File: src/rtl/pcd8544_spi_tx_if.sv
// Sequencer-side handshake between the display sequencer and the PCD8544 byte serializer.
// The sequencer presents a byte plus D/C level and holds start; the serializer strobes avail on capture.
interface pcd8544_spi_tx_if #(
    parameter int DIV_W = 16
);
    logic [7:0]       data;
    logic             command;
    logic             start;
    logic [DIV_W-1:0] div_factor;
    logic             busy;
    logic             avail;

    modport master (
        output data,
        output command,
        output start,
        output div_factor,
        input  busy,
        input  avail
    );

    modport slave (
        input  data,
        input  command,
        input  start,
        input  div_factor,
        output busy,
        output avail
    );
endinterface

File: src/rtl/pcd8544_spi_tx.sv
// PCD8544 (Nokia 5110) byte serializer: LCD power-up reset pulse, then MSB-first SPI mode 0
// bytes with D/C and SCE, one avail strobe per accepted byte.
//
// state    | meaning
// RST_HOLD | LCD rst held low for RST_CYCLES clocks after reset release
// IDLE     | sce high, waiting for start
// LOAD     | capture byte, D/C and half-period; avail high
// SHIFT_LO | sclk low for half clocks, mosi holds current bit
// SHIFT_HI | sclk high for half clocks; LCD has sampled mosi on the rise
module pcd8544_spi_tx #(
    parameter int DIV_W      = 16,
    parameter int RST_CYCLES = 1000
) (
    input  logic               clk,
    input  logic               rst_n,
    pcd8544_spi_tx_if.slave    seq,
    output logic               sclk_o,
    output logic               mosi_o,
    output logic               sce_o,
    output logic               dc_o,
    output logic               lcd_rst_o
);

    localparam int RST_W = (RST_CYCLES > 1) ? $clog2(RST_CYCLES) : 1;

    typedef enum logic [2:0] {
        RST_HOLD,
        IDLE,
        LOAD,
        SHIFT_LO,
        SHIFT_HI
    } state_t;

    state_t           state_q;
    logic [RST_W-1:0] rst_cnt_q;
    logic [DIV_W-1:0] div_cnt_q;
    logic [DIV_W-1:0] half_q;
    logic [DIV_W-1:0] half_d;
    logic [2:0]       bit_cnt_q;
    logic [7:0]       shreg_q;
    logic             sclk_q;
    logic             mosi_q;
    logic             sce_q;
    logic             dc_q;
    logic             lcd_rst_q;
    logic             busy_q;
    logic             avail_q;

    // A zero divider would underflow the down-counter, so it is clamped to one clock.
    always_comb begin
        half_d = (seq.div_factor == '0) ? DIV_W'(1) : seq.div_factor;
    end

    always_ff @(posedge clk or negedge rst_n) begin
        if (!rst_n) begin
            state_q   <= RST_HOLD;
            rst_cnt_q <= RST_W'(RST_CYCLES - 1);
            div_cnt_q <= '0;
            half_q    <= DIV_W'(1);
            bit_cnt_q <= '0;
            shreg_q   <= '0;
            sclk_q    <= 1'b0;
            mosi_q    <= 1'b0;
            sce_q     <= 1'b1;
            dc_q      <= 1'b0;
            lcd_rst_q <= 1'b0;
            busy_q    <= 1'b1;
            avail_q   <= 1'b0;
        end else begin
            avail_q <= 1'b0;
            case (state_q)
                RST_HOLD: begin
                    if (rst_cnt_q == '0) begin
                        lcd_rst_q <= 1'b1;
                        busy_q    <= 1'b0;
                        state_q   <= IDLE;
                    end else begin
                        rst_cnt_q <= rst_cnt_q - RST_W'(1);
                    end
                end
                IDLE: begin
                    if (seq.start) begin
                        busy_q  <= 1'b1;
                        avail_q <= 1'b1;
                        state_q <= LOAD;
                    end
                end
                LOAD: begin
                    shreg_q   <= seq.data;
                    dc_q      <= seq.command;
                    half_q    <= half_d;
                    div_cnt_q <= half_d - DIV_W'(1);
                    mosi_q    <= seq.data[7];
                    sce_q     <= 1'b0;
                    bit_cnt_q <= 3'd7;
                    state_q   <= SHIFT_LO;
                end
                SHIFT_LO: begin
                    if (div_cnt_q == '0) begin
                        sclk_q    <= 1'b1;
                        div_cnt_q <= half_q - DIV_W'(1);
                        state_q   <= SHIFT_HI;
                    end else begin
                        div_cnt_q <= div_cnt_q - DIV_W'(1);
                    end
                end
                SHIFT_HI: begin
                    if (div_cnt_q == '0) begin
                        sclk_q    <= 1'b0;
                        div_cnt_q <= half_q - DIV_W'(1);
                        if (bit_cnt_q != 3'd0) begin
                            bit_cnt_q <= bit_cnt_q - 3'd1;
                            shreg_q   <= {shreg_q[6:0], 1'b0};
                            mosi_q    <= shreg_q[6];
                            state_q   <= SHIFT_LO;
                        end else if (seq.start) begin
                            // Back-to-back byte: sce stays low across the boundary.
                            avail_q <= 1'b1;
                            state_q <= LOAD;
                        end else begin
                            sce_q   <= 1'b1;
                            mosi_q  <= 1'b0;
                            busy_q  <= 1'b0;
                            state_q <= IDLE;
                        end
                    end else begin
                        div_cnt_q <= div_cnt_q - DIV_W'(1);
                    end
                end
                default: begin
                    sce_q   <= 1'b1;
                    sclk_q  <= 1'b0;
                    busy_q  <= 1'b0;
                    state_q <= IDLE;
                end
            endcase
        end
    end

    assign sclk_o    = sclk_q;
    assign mosi_o    = mosi_q;
    assign sce_o     = sce_q;
    assign dc_o      = dc_q;
    assign lcd_rst_o = lcd_rst_q;
    assign seq.busy  = busy_q;
    assign seq.avail = avail_q;

endmodule

File: src/flat_wrapper.sv
// flat-port wrapper written by rule: the top's interface ports become plain ports
module pcd8544_spi_tx_flat 
#(
    parameter int DIV_W      = 16,
    parameter int RST_CYCLES = 1000
)
  (clk, rst_n, sclk_o, mosi_o, sce_o, dc_o, lcd_rst_o, seq_data, seq_command, seq_start, seq_div_factor, seq_busy, seq_avail);
  pcd8544_spi_tx_if #(.DIV_W(DIV_W)) seq_i ();
  input  logic clk;
  input  logic rst_n;
  output logic sclk_o;
  output logic mosi_o;
  output logic sce_o;
  output logic dc_o;
  output logic lcd_rst_o;
  input wire logic [$bits(seq_i.data)-1:0] seq_data;
  input wire logic [$bits(seq_i.command)-1:0] seq_command;
  input wire logic [$bits(seq_i.start)-1:0] seq_start;
  input wire logic [$bits(seq_i.div_factor)-1:0] seq_div_factor;
  output wire logic [$bits(seq_i.busy)-1:0] seq_busy;
  output wire logic [$bits(seq_i.avail)-1:0] seq_avail;
  assign seq_i.data = seq_data;
  assign seq_i.command = seq_command;
  assign seq_i.start = seq_start;
  assign seq_i.div_factor = seq_div_factor;
  assign seq_busy = seq_i.busy;
  assign seq_avail = seq_i.avail;
  pcd8544_spi_tx #(.DIV_W(DIV_W), .RST_CYCLES(RST_CYCLES)) u_core (.clk(clk), .rst_n(rst_n), .seq(seq_i), .sclk_o(sclk_o), .mosi_o(mosi_o), .sce_o(sce_o), .dc_o(dc_o), .lcd_rst_o(lcd_rst_o));
endmodule
File: config.mk
export PLATFORM = sky130hd
export DESIGN_NAME = pcd8544_spi_tx_flat
export DESIGN_NICKNAME = d
export VERILOG_FILES = /design/src/rtl/pcd8544_spi_tx_if.sv /design/src/rtl/pcd8544_spi_tx.sv /design/src/flat_wrapper.sv
export SDC_FILE = /design/constraint.sdc
export NUM_CORES = 1
export LEC_CHECK = 0
export CAP_MARGIN = 5
export CORE_MARGIN = 10
export CORE_UTILIZATION = 35
export CTS_BUF_LIST = sky130_fd_sc_hd__clkbuf_16
export DETAILED_ROUTE_END_ITERATION = 7
export SYNTH_ARGS = -nofsm -noshare
export SYNTH_HDL_FRONTEND = slang
export SYNTH_SLANG_ARGS = --single-unit
File: constraint.sdc
create_clock -name clk -period 8.7 [get_ports clk]
set_input_delay 2.61 -clock clk [delete_from_list [all_inputs] [get_ports clk]]
set_output_delay 2.61 -clock clk [all_outputs]
set_load 0.005 [all_outputs]
# Word-level counts from Yosys, hierarchy flattened
# Index checks and enable logic that the tools add are counted.
classes:
  n_addsub: 5
  multipliers: 0
  div: 0
  n_lt_le_gt_ge: 0
  n_eq_ne: 12
  shifts: 0
  mux: 36
  bitwise_logic: 4
  n_reduce_logical: 19
op_table:
  columns: ["cell", "n"]
  rows:
  - ["16-bit by 1-bit subtractor with 16-bit output (second input constant)", 3]
  - ["16-bit zero test", 2]
  - ["16-bit two-way mux", 2]
  - ["16-bit one-hot mux with 2 select lines", 1]
  - ["3-bit two-way mux", 7]
  - ["1-bit two-way mux", 15]
  - ["3-bit one-hot mux with 5 select lines", 1]
  - ["7-bit two-way mux", 2]
  - ["7-bit one-hot mux with 2 select lines", 1]
  - ["10-bit zero test", 1]
  - ["10-bit by 1-bit subtractor with 10-bit output (second input constant)", 1]
  - ["3-bit AND reduction", 3]
  - ["2-bit by 1-bit inequality test with 1-bit output (second input constant)", 4]
  - ["4-bit AND reduction", 2]
  - ["3-bit by 2-bit == test with 1-bit output (second input constant)", 2]
  - ["2-bit inequality test (second input constant)", 3]
  - ["1-bit one-hot mux with 3 select lines", 2]
  - ["3-bit one-hot mux with 2 select lines", 1]
  - ["6-bit AND reduction", 1]
  - ["3-bit OR reduction", 2]
  - ["1-bit NOT", 4]
  - ["1-bit one-hot mux with 2 select lines", 2]
  - ["1-bit one-hot mux with 4 select lines", 1]
  - ["2-bit AND reduction", 2]
  - ["9 further kinds", 11]
word_totals:
  regBits: 62
  latchBits: 0
  ram_bits: 0
  mem_bits_ro: 0
  in_bits: 28
  word_cells: 89
  memories: 0

# Logic depth before layout (Yosys ltp)
# Gate-level depths: netlist (run 1).
depth:
  depth_word: 4
  mapped_depth: 13
  ltp_nobuf: 10

# Least setup slack after synthesis (run 1)
# No wires, ideal clock.
synth_timing:
  kind: "input port to flip-flop"
  start: "input port seq_div_factor[4]"
  end: "register u_core.div_cnt_q[15]"
  setup_time_ps: 82
  arrival_time_ps: 4084
  t_required_ps: 8618
  path_slack_ps: 4534
  path_stages: 5
  path_cell_list: "or3_1 -> a22oi_2 -> nand2_2 -> or4b_1 -> a31oi_1"
synth_via:
  elab_chain_cells: 4
synth_lines:
  columns: ["item", "line_no", "rtl"]
  rows:
  - ["start, declared", "flat_wrapper.sv:19", "input wire logic [$bits(seq_i.div_factor)-1:0] seq_div_factor;"]
  - ["16-bit zero test", "pcd8544_spi_tx.sv:51", "half_d = (seq.div_factor == '0) ? DIV_W'(1) : seq.div_factor;"]
  - ["16-bit two-way mux (*)", "pcd8544_spi_tx.sv:51", null]
  - ["16-bit by 1-bit subtractor with 16-bit output (*)", "pcd8544_spi_tx.sv:92", "div_cnt_q <= half_d - DIV_W'(1);"]
  - ["16-bit one-hot mux with 2 select lines (*)", "pcd8544_spi_tx.sv:71", "case (state_q)"]
  - ["end signal, assigned", "pcd8544_spi_tx.sv:92", null]
  - ["end signal, assigned", "pcd8544_spi_tx.sv:101", "div_cnt_q <= half_q - DIV_W'(1);"]
  - ["end signal, assigned", "pcd8544_spi_tx.sv:104", "div_cnt_q <= div_cnt_q - DIV_W'(1);"]
  - ["end, declared", "pcd8544_spi_tx.sv:36", "logic [DIV_W-1:0] div_cnt_q;"]
# Mark *: on every way between the ends. The rest lies on a longest branch, timed or not.
# A chain may end at the register's enable or synchronous reset.

# Worst setup path in the final report (run 1)
layout_timing:
  start: "input port seq_div_factor[4]"
  end: "register u_core.div_cnt_q[14]"
# Same word-level chain as after synthesis.

==> out/summary.md, run 1 <==
Run status
• **run status** complete, no violations

Timing
• **Max Freq** 212 MHz
• **Final TNS setup** 0 ns
• **worst slew margin relative to its limit** 0.234
• **transition time of the tightest slew-check pin** 1.15 ns
• **post-route fraction of the period consumed by the critical path** 0.542
• **Hold Violations, Final** 0
• **setup repair after global routing missed its margin** no
• **minimum clock period after layout** 4.71 ns
• **Slew Limit Fails** 0
• **worst setup skew after layout** 0.00800 ns
• **final number of setup-violating endpoints** 0

Worst setup path
• **required time at the endpoint of the critical path** 8.95 ns
• **r2r setup slk** 5.16 ns
• **Worst Path Max Fanout** 5
• **data arrival at the endpoint of the critical path** 4.96 ns
• **Worst Reg2Reg Path Length in Cells** 7
• **kind of end point of the critical path** flip-flop
• **category of the most critical setup path** in2reg
• **startpoint types** input port

Routing
• **DR DRC count** 0
• **detailed-route via count** 2,815
• **met3 layer wire length in the routed design** 441 um
• **number of antenna-violating nets in the routed design** 0
• **per-cell via count in the routed design** 5.33
• **mean routed wirelength per cell** 15.4 um
• **Met1 Routed Length** 3930 um
• **detailed-router iteration count before antenna repair** 4
• **top layer used by detailed routing** met4
• **total wire length after detailed routing** 8150 um
• **starting DRC count in detailed routing** 189
• **met2 WL post-DR** 3620 um

Global routing
• **maximum number of pins on one net before global-route repair** 63
• **initial antenna violation count** 0
• **global routing usage summed across all routing layers** 0.117
• **overall overflow remaining after global route** 0
• **via count of the first global-routing pass** 2,703
• **first-pass GRT wire length** 13,500 um

Floorplan
• **Die Outline Area** 0.0141 mm2
• **Site Rows** 35
• **area of the core** 0.00937 mm2
• **die width** 119 um
• **starting density of the core** 0.364
• **number of primary I/O pins** 35
• **die outline height** 119 um

Job
• **number of max-cap violations** 0

CTS
• **number of instances resized during post-cts repair** 0
• **post-CTS setup buffer count** 0
• **hold buffer count at cts** 0
• **TritonCTS Sinks** 62
• **maximum clock path buffer count** 2
• **clock slew seen by the registers of the worst setup and hold paths** 0.05 ns
• **source-to-sink clock delay at the later pin of the worst-skew pair** 0.33 ns
• **level count of the clock H-tree** 3
• **Inserted Clock Buffers** 9
• **root buf cell** sky130_fd_sc_hd__clkbuf_16
• **CTS tree** done

Synthesis
• **post-synthesis average cell area** 9.36 um2
• **distinct cell type count of the synthesized netlist** 61
• **post-synthesis cell area** 0.00342 mm2
• **number of flops mapped to enable cells by yosys** 0
• **post-synthesis async set-or-reset flop share** 1.00
• **Post-Synthesis Net Count** 397
• **total number of yosys warnings** 0
• **Cells after Synth** 365
• **portion of the post-synthesis area used by sequential elements** 0.458
• **most used flip-flop cell after synthesis** sky130_fd_sc_hd__dfrtp_1
• **flop and latch count out of synthesis** 62

Power
• **Power Density** 266 mW/mm2
• **leakage power total** 1.62 nW
• **overall power** 1.11 mW
• **largest vdd supply drop** 0.110 mV

Place
• **placed wire-length estimate** 5680 um
• **input/output buffers** 34
• **final weighted congestion in routability-driven placement** 0.860

Layout
• **commonest non-fill, non-tap cell in the layout** sky130_fd_sc_hd__dfrtp_1
• **top library cells by usage in the layout, fill and taps aside** sky130_fd_sc_hd__dfrtp_1, sky130_fd_sc_hd__nand2_1, sky130_fd_sc_hd__nor2_1
• **final layout net count** 426
• **number of diodes added for antenna fixing** 0
• **share of post-route cells with drive strength above 1** 0.138
• **area growth from synthesis to final layout** 21.9%

Hold path
• **Hold/Removal Path Class** reg2reg
• **hold depth** 1

==> stage by stage <==
step | setup slack, ns | utilization | instance area [um2] | hold slack, ns | instances
detailed placement | 3.69 | 0.412 | 3860 | 0.451 | 512
global route | 3.88 | 0.444 | 4170 | 0.478 | 528
finish | 3.99 | 0.444 | 4170 | 0.454 | 528
floorplan | 4.53 | - | 3420 | 0.451 | 365
CTS | 4.02 | 0.444 | 4170 | 0.463 | 528
global placement | 3.79 | 0.412 | 3860 | 0.442 | 512
==> flip-flops by register name (all words and copies together), names as in the netlist <==
name              count
u_core.lcd_rst_o      1
u_core.shreg_q        7
u_core.mosi_o         1
u_core.bit_cnt_q      3
u_core.rst_cnt_q     10
u_core.sclk_o         1
u_core.seq.avail      1
u_core.sce_o          1
u_core.seq.busy       1
u_core.state_q        3
u_core.div_cnt_q     16
u_core.half_q        16
u_core.dc_o           1
==> kinds of logic (layout without fill, tap and decap cells) <==
group / after synthesis / in the layout / synth area share
XOR/XNOR: 15 / 15 / 0.0385
AND/OR/NAND/NOR: 138 / 138 / 0.205
buffers and inverters: 28 / 62 / 0.0352
adder cells (fa/ha/maj): 4 / 4 / 0.0147
AO/OA/AOI/OAI: 101 / 101 / 0.193
multiplexers: 17 / 17 / 0.0560
flip-flops: 62 / 62 / 0.458
==> power breakdown <==
part	internal [mW]	switching [mW]
Combinational	0.140	0.146
Sequential	0.377	0.0746
Clock	0.246	0.123
==> area by class of cell <==
class | count | area, um2
clock buffers | 9 | 225
fillers | 916 | 5210
flip-flops and latches | 62 | 1570
inverters | 8 | 30.0
repair buffers | 38 | 365
well taps | 129 | 161
multi-input cells | 275 | 1740
clock inverters | 7 | 82.6
==> layer usage <==
metal,vias to the layer above,GRT usage
li1,1387,-
met1,1345,0.156
met2,73,0.167
met3,10,0.0314
met4,0,0.0641
met5,-,0
==> worst max-delay path: stages <==
cell                              delay (ns)
sky130_fd_sc_hd__clkdlybuf4s50_1        0.56
sky130_fd_sc_hd__nor4_1                 0.09
sky130_fd_sc_hd__a41oi_1                0.23
sky130_fd_sc_hd__nand2_1                0.15
sky130_fd_sc_hd__nand2_1                0.10
sky130_fd_sc_hd__ha_1                   0.20
sky130_fd_sc_hd__o21a_1                 0.23
sky130_fd_sc_hd__nand2_1                0.17
sky130_fd_sc_hd__or4_1                  0.44
sky130_fd_sc_hd__a31oi_1                0.18
==> Yosys cell counts, drive strengths merged, types with 2 or more instances <==
cell type,n,area [um2]
a2111oi,2,23.8
a211oi,4,30.0
a21oi,22,110
a31oi,15,93.8
buf,6,37.5
clkbuf,14,52.6
dfrtp,51,1280
dfstp,11,289
ha,4,50.1
inv,8,30.0
mux2,17,191
nand2,40,153
nand2b,5,31.3
nand3,14,75.1
nand4,3,18.8
nor2,36,135
nor2b,4,25.0
nor3,6,30.0
nor3b,2,15.0
nor4,10,77.6
o211ai,7,62.6
o21a,4,30.0
o21ai,30,150
o21bai,2,15.0
o32ai,2,17.5
or3,5,31.3
or4,3,22.5
xnor2,7,61.3
xor2,8,70.1
==> worst paths after layout <==
check	from	to
max	seq_div_factor[4]	u_core.div_cnt_q[14]
min	u_core.lcd_rst_o	u_core.lcd_rst_o
max reg2reg	u_core.state_q[0]	u_core.div_cnt_q[15]
min reg2reg	u_core.lcd_rst_o	u_core.lcd_rst_o
max in group asynchronous	rst_n	u_core.div_cnt_q[10]
min in group asynchronous	rst_n	u_core.shreg_q[5]
(Power assumes the default switching activity.)
==> run 2: changes to the inputs <==
clock period = 4.86 ns   (was 8.7 ns; I/O delays follow)
==> run 2 against run 1 <==
Sequential power rose by 80%; sequential share of layout area rose by 0.38 points; setup slack got worse by 2.7 ns; hold slack improved by 0.0045 ns; register-to-register slack got worse by 3.8 ns; core utilization fell by 0.44 points; via count rose by 0.78%; critical path type unchanged; critical endpoint unchanged; highest routed layer unchanged.
==> out/summary.md, run 2 (synthesized netlist as in run 1, its figures left out) <==
Routing
• **starting DRC count in detailed routing** 124, -34%
• **number of antenna-violating nets in the routed design** 0, unchanged
• **DR DRC count** 0, unchanged
• **detailed-router iteration count before antenna repair** 5, +1
• **total wire length after detailed routing** 8310 um, +2.0%
• **detailed-route via count** 2,837, +0.78%
• **mean routed wirelength per cell** 15.7 um, +1.8%
• **per-cell via count in the routed design** 5.36, +0.59%

Layout
• **area growth from synthesis to final layout** 20.7%
• **non-filler cells in the finished layout** 529, +0.19%
• **commonest non-fill, non-tap cell in the layout** sky130_fd_sc_hd__dfrtp_1
• **share of post-route cells with drive strength above 1** 0.143, +0.00466
• **area of the multi-input gates** 0.00174 mm2, unchanged
• **final layout net count** 427, +0.23%
• **Util after Layout** 0.440, -0.00441
• **number of filler instances in the final layout** 963, +5.1%
• **number of diodes added for antenna fixing** 0, unchanged
• **biggest regs** u_core.div_cnt_q (16), u_core.half_q (16), u_core.rst_cnt_q (10)
• **top library cells by usage in the layout, fill and taps aside** sky130_fd_sc_hd__dfrtp_1, sky130_fd_sc_hd__nand2_1, sky130_fd_sc_hd__nor2_1
• **sequential cell area** 0.00157 mm2, unchanged

Global routing
• **initial antenna violation count** 0, unchanged
• **via count of the first global-routing pass** 2,761, +2.1%
• **global routing usage summed across all routing layers** 0.119, +0.00241
• **first-pass GRT wire length** 14,000 um, +3.2%
• **overall overflow remaining after global route** 0, unchanged
• **maximum number of pins on one net before global-route repair** 41, -35%

Floorplan
• **area of the core** 0.00937 mm2, unchanged
• **number of primary I/O pins** 35, unchanged
• **Site Rows** 35, unchanged
• **starting density of the core** 0.364, unchanged
• **die width** 119 um, unchanged
• **Die Outline Area** 0.0141 mm2, unchanged
• **die outline height** 119 um, unchanged

Worst setup path
• **kind of end point of the critical path** flip-flop
• **startpoint types** input port
• **data arrival at the endpoint of the critical path** 3.82 ns, -1.14 ns
• **category of the most critical setup path** in2reg
• **Worst Reg2Reg Path Length in Cells** 7, unchanged
• **Worst Path Max Fanout** 5, unchanged
• **required time at the endpoint of the critical path** 5.10 ns, -3.85 ns

Power
• **Power Density** 456 mW/mm2, +72%
• **leakage power total** 1.60 nW, -0.79%
• **largest vdd supply drop** 0.180 mV, +64%

Timing
• **worst setup skew after layout** 0.00569 ns, -0.00232 ns
• **Final TNS setup** 0 ns, unchanged
• **worst slew margin relative to its limit** 0.389, +0.155
• **final number of setup-violating endpoints** 0, unchanged
• **hold slack** 0.459 ns, +0.00453 ns
• **Slew Limit Fails** 0, unchanged
• **transition time of the tightest slew-check pin** 0.916 ns, -0.233 ns
• **setup repair after global routing missed its margin** no
• **Max Freq** 280 MHz
• **worst path setup slack after routing** 1.28 ns, -2.70 ns
• **Hold Violations, Final** 0, unchanged
• **post-route fraction of the period consumed by the critical path** 0.736
• **minimum clock period after layout** 3.58 ns

CTS
• **CTS tree** done
• **level count of the clock H-tree** 3, unchanged
• **maximum clock path buffer count** 2, unchanged
• **TritonCTS Sinks** 62, unchanged
• **Inserted Clock Buffers** 9, unchanged
• **number of instances resized during post-cts repair** 0, unchanged
• **root buf cell** sky130_fd_sc_hd__clkbuf_16
• **hold buffer count at cts** 0, unchanged
• **source-to-sink clock delay at the later pin of the worst-skew pair** 0.32 ns, about the same
• **post-CTS setup buffer count** 0, unchanged
• **clock slew seen by the registers of the worst setup and hold paths** 0.05 ns, about the same

Place
• **number of cells after detailed placement** 513, +0.20%
• **placed wire-length estimate** 5860 um, +3.2%
• **worst setup timing slack at the placement stage** 1.02 ns, -2.68 ns
• **final weighted congestion in routability-driven placement** 0.897, +4.3%
• **input/output buffers** 34, unchanged

Hold path
• **Hold/Removal Path Class** reg2reg
• **hold depth** 1, unchanged

Job
• **number of max-cap violations** 0, unchanged

Run status
• **run status** complete, no violations

-- run 2: cell type report --
class | count | share of cell area
multi-input combinational | 275 | 0.421
sequential | 62 | 0.380
timing repair buffer | 39 | 0.0904
clock buffer | 9 | 0.0546
tap | 129 | 0.0391
clock inverter | 7 | 0.00819
inverter | 8 | 0.00728
-- run 2: where the power goes --
part | internal, mW | total (mW) | switching, mW
logic | 0.251 | 0.517 | 0.266
registers | 0.676 | 0.813 | 0.137
clock network | 0.336 | 0.553 | 0.217
-- run 2: final timing paths --
| kind | startpoint | end | slack, ns |
|---|---|---|---|
| max | seq_div_factor[2] | u_core.div_cnt_q[14] | 1.28 |
| min | u_core.lcd_rst_o | u_core.lcd_rst_o | 0.46 |
| max reg2reg | u_core.state_q[0] | u_core.div_cnt_q[15] | 1.32 |
| min reg2reg | u_core.lcd_rst_o | u_core.lcd_rst_o | 0.46 |
| max in group asynchronous | rst_n | u_core.rst_cnt_q[0] | 2.67 |
| min in group asynchronous | rst_n | u_core.rst_cnt_q[4] | 1.27 |
-- run 2: metal layers --
layer  global-route usage  vias up  wire [um]
met5                    0        -          0
met3               0.0257       15        379
met1                0.169     1348       4320
li1                     -     1389          -
met2                0.165       85       3440
met4               0.0618        0        179
-- run 2: critical path, stage by stage --
cell,delay (ns)
sky130_fd_sc_hd__clkdlybuf4s50_1,0.60
sky130_fd_sc_hd__nor4_1,0.10
sky130_fd_sc_hd__a41oi_1,0.21
sky130_fd_sc_hd__nand2_1,0.14
sky130_fd_sc_hd__nand2_1,0.08
sky130_fd_sc_hd__ha_1,0.20
sky130_fd_sc_hd__o21a_1,0.24
sky130_fd_sc_hd__nand2_1,0.18
sky130_fd_sc_hd__or4_1,0.43
sky130_fd_sc_hd__a31oi_1,0.17
-- run 2: per-stage QoR --
step / area [um2] / power, mW
floorplan: 3420 / 1.17
global placement: 3860 / 1.32
detailed placement: 3860 / 1.33
CTS: 4120 / 1.89
global route: 4120 / 2.01
finish: 4120 / 1.88
==> run 3: changes to the inputs <==
clock period = 3.6 ns   (was 4.86 ns; I/O delays follow)
==> run 3 against run 2 <==
Sequential cell count unchanged; power up 44%; clock skew up 0.0014 ns; critical path type unchanged; final area up 2.8%.
==> out/summary.md, run 3 (synthesized netlist as in run 1, its figures left out) <==
CTS
• **number of instances resized during post-cts repair** 0, unchanged
• **source-to-sink clock delay at the later pin of the worst-skew pair** 0.33 ns, about the same
• **CTS tree** done
• **root buf cell** sky130_fd_sc_hd__clkbuf_16
• **level count of the clock H-tree** 3, unchanged
• **hold buffer count at cts** 0, unchanged
• **Inserted Clock Buffers** 9, unchanged
• **TritonCTS Sinks** 62, unchanged
• **clock slew seen by the registers of the worst setup and hold paths** 0.05 ns, about the same
• **maximum clock path buffer count** 2, unchanged
• **post-CTS setup buffer count** 0, unchanged

Worst setup path
• **Reg2Reg Launch Point** u_core.state_q[1]
• **cell repeated most along the worst path** sky130_fd_sc_hd__nand2_1
• **Worst Reg2Reg Path Length in Cells** 7, unchanged
• **CP Depth** 10, unchanged
• **Worst Path Max Fanout** 5, unchanged
• **Crit Reg-Reg Endpoint** u_core.div_cnt_q[14]
• **required time at the endpoint of the critical path** 3.84 ns, -1.26 ns
• **CP Buf/Inv Count** 1, unchanged
• **startpoint types** input port
• **r2r setup slk** 0.53 ns, -0.79 ns
• **category of the most critical setup path** in2reg
• **start point of the critical path** seq_div_factor[2]
• **cell family contributing the most delay on the critical path** simple AND/OR/NAND/NOR gates
• **kind of end point of the critical path** flip-flop
• **Critical path destination** u_core.div_cnt_q[14]
• **CP cell instances** clkdlybuf4s50_1, nor4_1, a41oi_1, nand2_1, nand2_1, ha_1, o21a_1, nand2_1, or4_1, a31oi_1
• **master of the slowest instance on the critical path** sky130_fd_sc_hd__clkdlybuf4s50_1
• **worst stage delay on the critical path** 0.59 ns, about the same
• **data arrival at the endpoint of the critical path** 3.39 ns, -0.43 ns

Job
• **number of max-cap violations** 0, unchanged

Floorplan
• **die outline height** 119 um, unchanged
• **Site Rows** 35, unchanged
• **number of primary I/O pins** 35, unchanged
• **area of the core** 0.00937 mm2, unchanged
• **die width** 119 um, unchanged
• **starting density of the core** 0.364, unchanged
• **Die Outline Area** 0.0141 mm2, unchanged

Power
• **leakage power total** 1.67 nW, +3.8%
• **Power Density** 640 mW/mm2, +40%
• **largest vdd supply drop** 0.314 mV, +74%

Global routing
• **global-route met3 utilization** 0.0267, +0.000952
• **global routing usage summed across all routing layers** 0.124, +0.00442
• **via count of the first global-routing pass** 2,895, +4.9%
• **maximum number of pins on one net before global-route repair** 30, -27%
• **first-pass GRT wire length** 14,500 um, +3.9%
• **grt met2 use** 0.180, +0.0152
• **global route hottest layer** met2
• **met1 usage** 0.169, +0.000472
• **initial antenna violation count** 0, unchanged
• **overall overflow remaining after global route** 0, unchanged

Routing
• **detailed-route via count** 2,868, +1.1%
• **starting DRC count in detailed routing** 169, +36%
• **DR DRC count** 0, unchanged
• **mean routed wirelength per cell** 15.9 um, +1.0%
• **per-cell via count in the routed design** 5.33, -0.60%
• **total wire length after detailed routing** 8540 um, +2.8%
• **number of antenna-violating nets in the routed design** 0, unchanged
• **detailed-router iteration count before antenna repair** 4, -1

Layout
• **area growth from synthesis to final layout** 24.1%
• **commonest non-fill, non-tap cell in the layout** sky130_fd_sc_hd__dfrtp_1
• **share of post-route cells with drive strength above 1** 0.159, +0.0164
• **final std cell area, no fill** 0.00424 mm2, +2.8%
• **biggest regs** u_core.div_cnt_q (16), u_core.half_q (16), u_core.rst_cnt_q (10)
• **number of diodes added for antenna fixing** 0, unchanged
• **final layout net count** 436, +2.1%
• **top library cells by usage in the layout, fill and taps aside** sky130_fd_sc_hd__dfrtp_1, sky130_fd_sc_hd__nand2_1, sky130_fd_sc_hd__nor2_1

Timing
• **Hold Violations, Final** 0, unchanged
• **setup repair after global routing missed its margin** no
• **transition time of the tightest slew-check pin** 0.775 ns, -0.141 ns
• **post-route fraction of the period consumed by the critical path** 0.873
• **Max Freq** 318 MHz
• **Final TNS setup** 0 ns, unchanged
• **final number of setup-violating endpoints** 0, unchanged
• **Slew Limit Fails** 0, unchanged
• **worst setup skew after layout** 0.00712 ns, +0.00144 ns
• **minimum clock period after layout** 3.14 ns
• **worst slew margin relative to its limit** 0.481, +0.0920

Place
• **Placed Instance Area** 0.00393 mm2, +1.7%
• **final weighted congestion in routability-driven placement** 0.889, -0.85%
• **input/output buffers** 34, unchanged
• **placed wire-length estimate** 6150 um, +5.0%

Run status
• **run status** complete, no violations

Hold path
• **Hold/Removal Path Class** reg2reg

==> run 3: worst register-to-register path, delay by kind of cell, from the launching register on <==
kind / cells / cell delay [ns]
and+or+nand+nor: 5 / 1.97
AOI/OAI and AO/OA: 2 / 0.59
DFF: 1 / 0.43
==> run 3: report_power, final <==
group          leakage (nW)  internal [mW]  total [mW]  switching [mW]
Clock                 0.153          0.594       0.896           0.302
Combinational         0.808          0.358       0.731           0.373
Sequential            0.705          0.912        1.09           0.174
Total                  1.67           1.86        2.71           0.849
==> run 3: how the worst min path moves through the flow <==
stage	slack, ns	to	cells after the start	startpoint
detailed placement	0.45	u_core.lcd_rst_o	1	u_core.lcd_rst_o
global placement	0.44	u_core.lcd_rst_o	1	u_core.lcd_rst_o
global route	0.47	u_core.lcd_rst_o	1	u_core.lcd_rst_o
floorplan	0.45	u_core.lcd_rst_o	1	u_core.lcd_rst_o
finish	0.46	u_core.lcd_rst_o	1	u_core.lcd_rst_o
CTS	0.47	u_core.lcd_rst_o	1	u_core.lcd_rst_o
==> run 3: metal layers <==
layer,vias to the layer above,wire [um]
met4,0,138
met5,-,0
li1,1401,-
met2,73,3760
met3,13,361
met1,1381,4280
==> run 3: through the flow <==
| stage | hold WS [ns] | worst slack, ns | power, mW | util | cells |
|---|---|---|---|---|---|
| after floorplan | 0.451 | 0.869 | 1.57 | - | 365 |
| after global placement | 0.440 | 0.231 | 1.80 | 0.420 | 522 |
| after detailed placement | 0.454 | 0.153 | 1.82 | 0.420 | 522 |
| after CTS | 0.465 | 0.488 | 2.73 | 0.452 | 538 |
| after global routing | 0.472 | 0.347 | 2.89 | 0.452 | 538 |
| final | 0.456 | 0.457 | 2.71 | 0.452 | 538 |
==> run 3: layout make-up <==
type                       count  area (um2)
fill                         933        5130
multi-input combinational    275        1740
sequential                    62        1570
timing repair buffer          48         440
clock buffer                   9         225
tap                          129         161
clock inverter                 7        80.1
inverter                       8        30.0
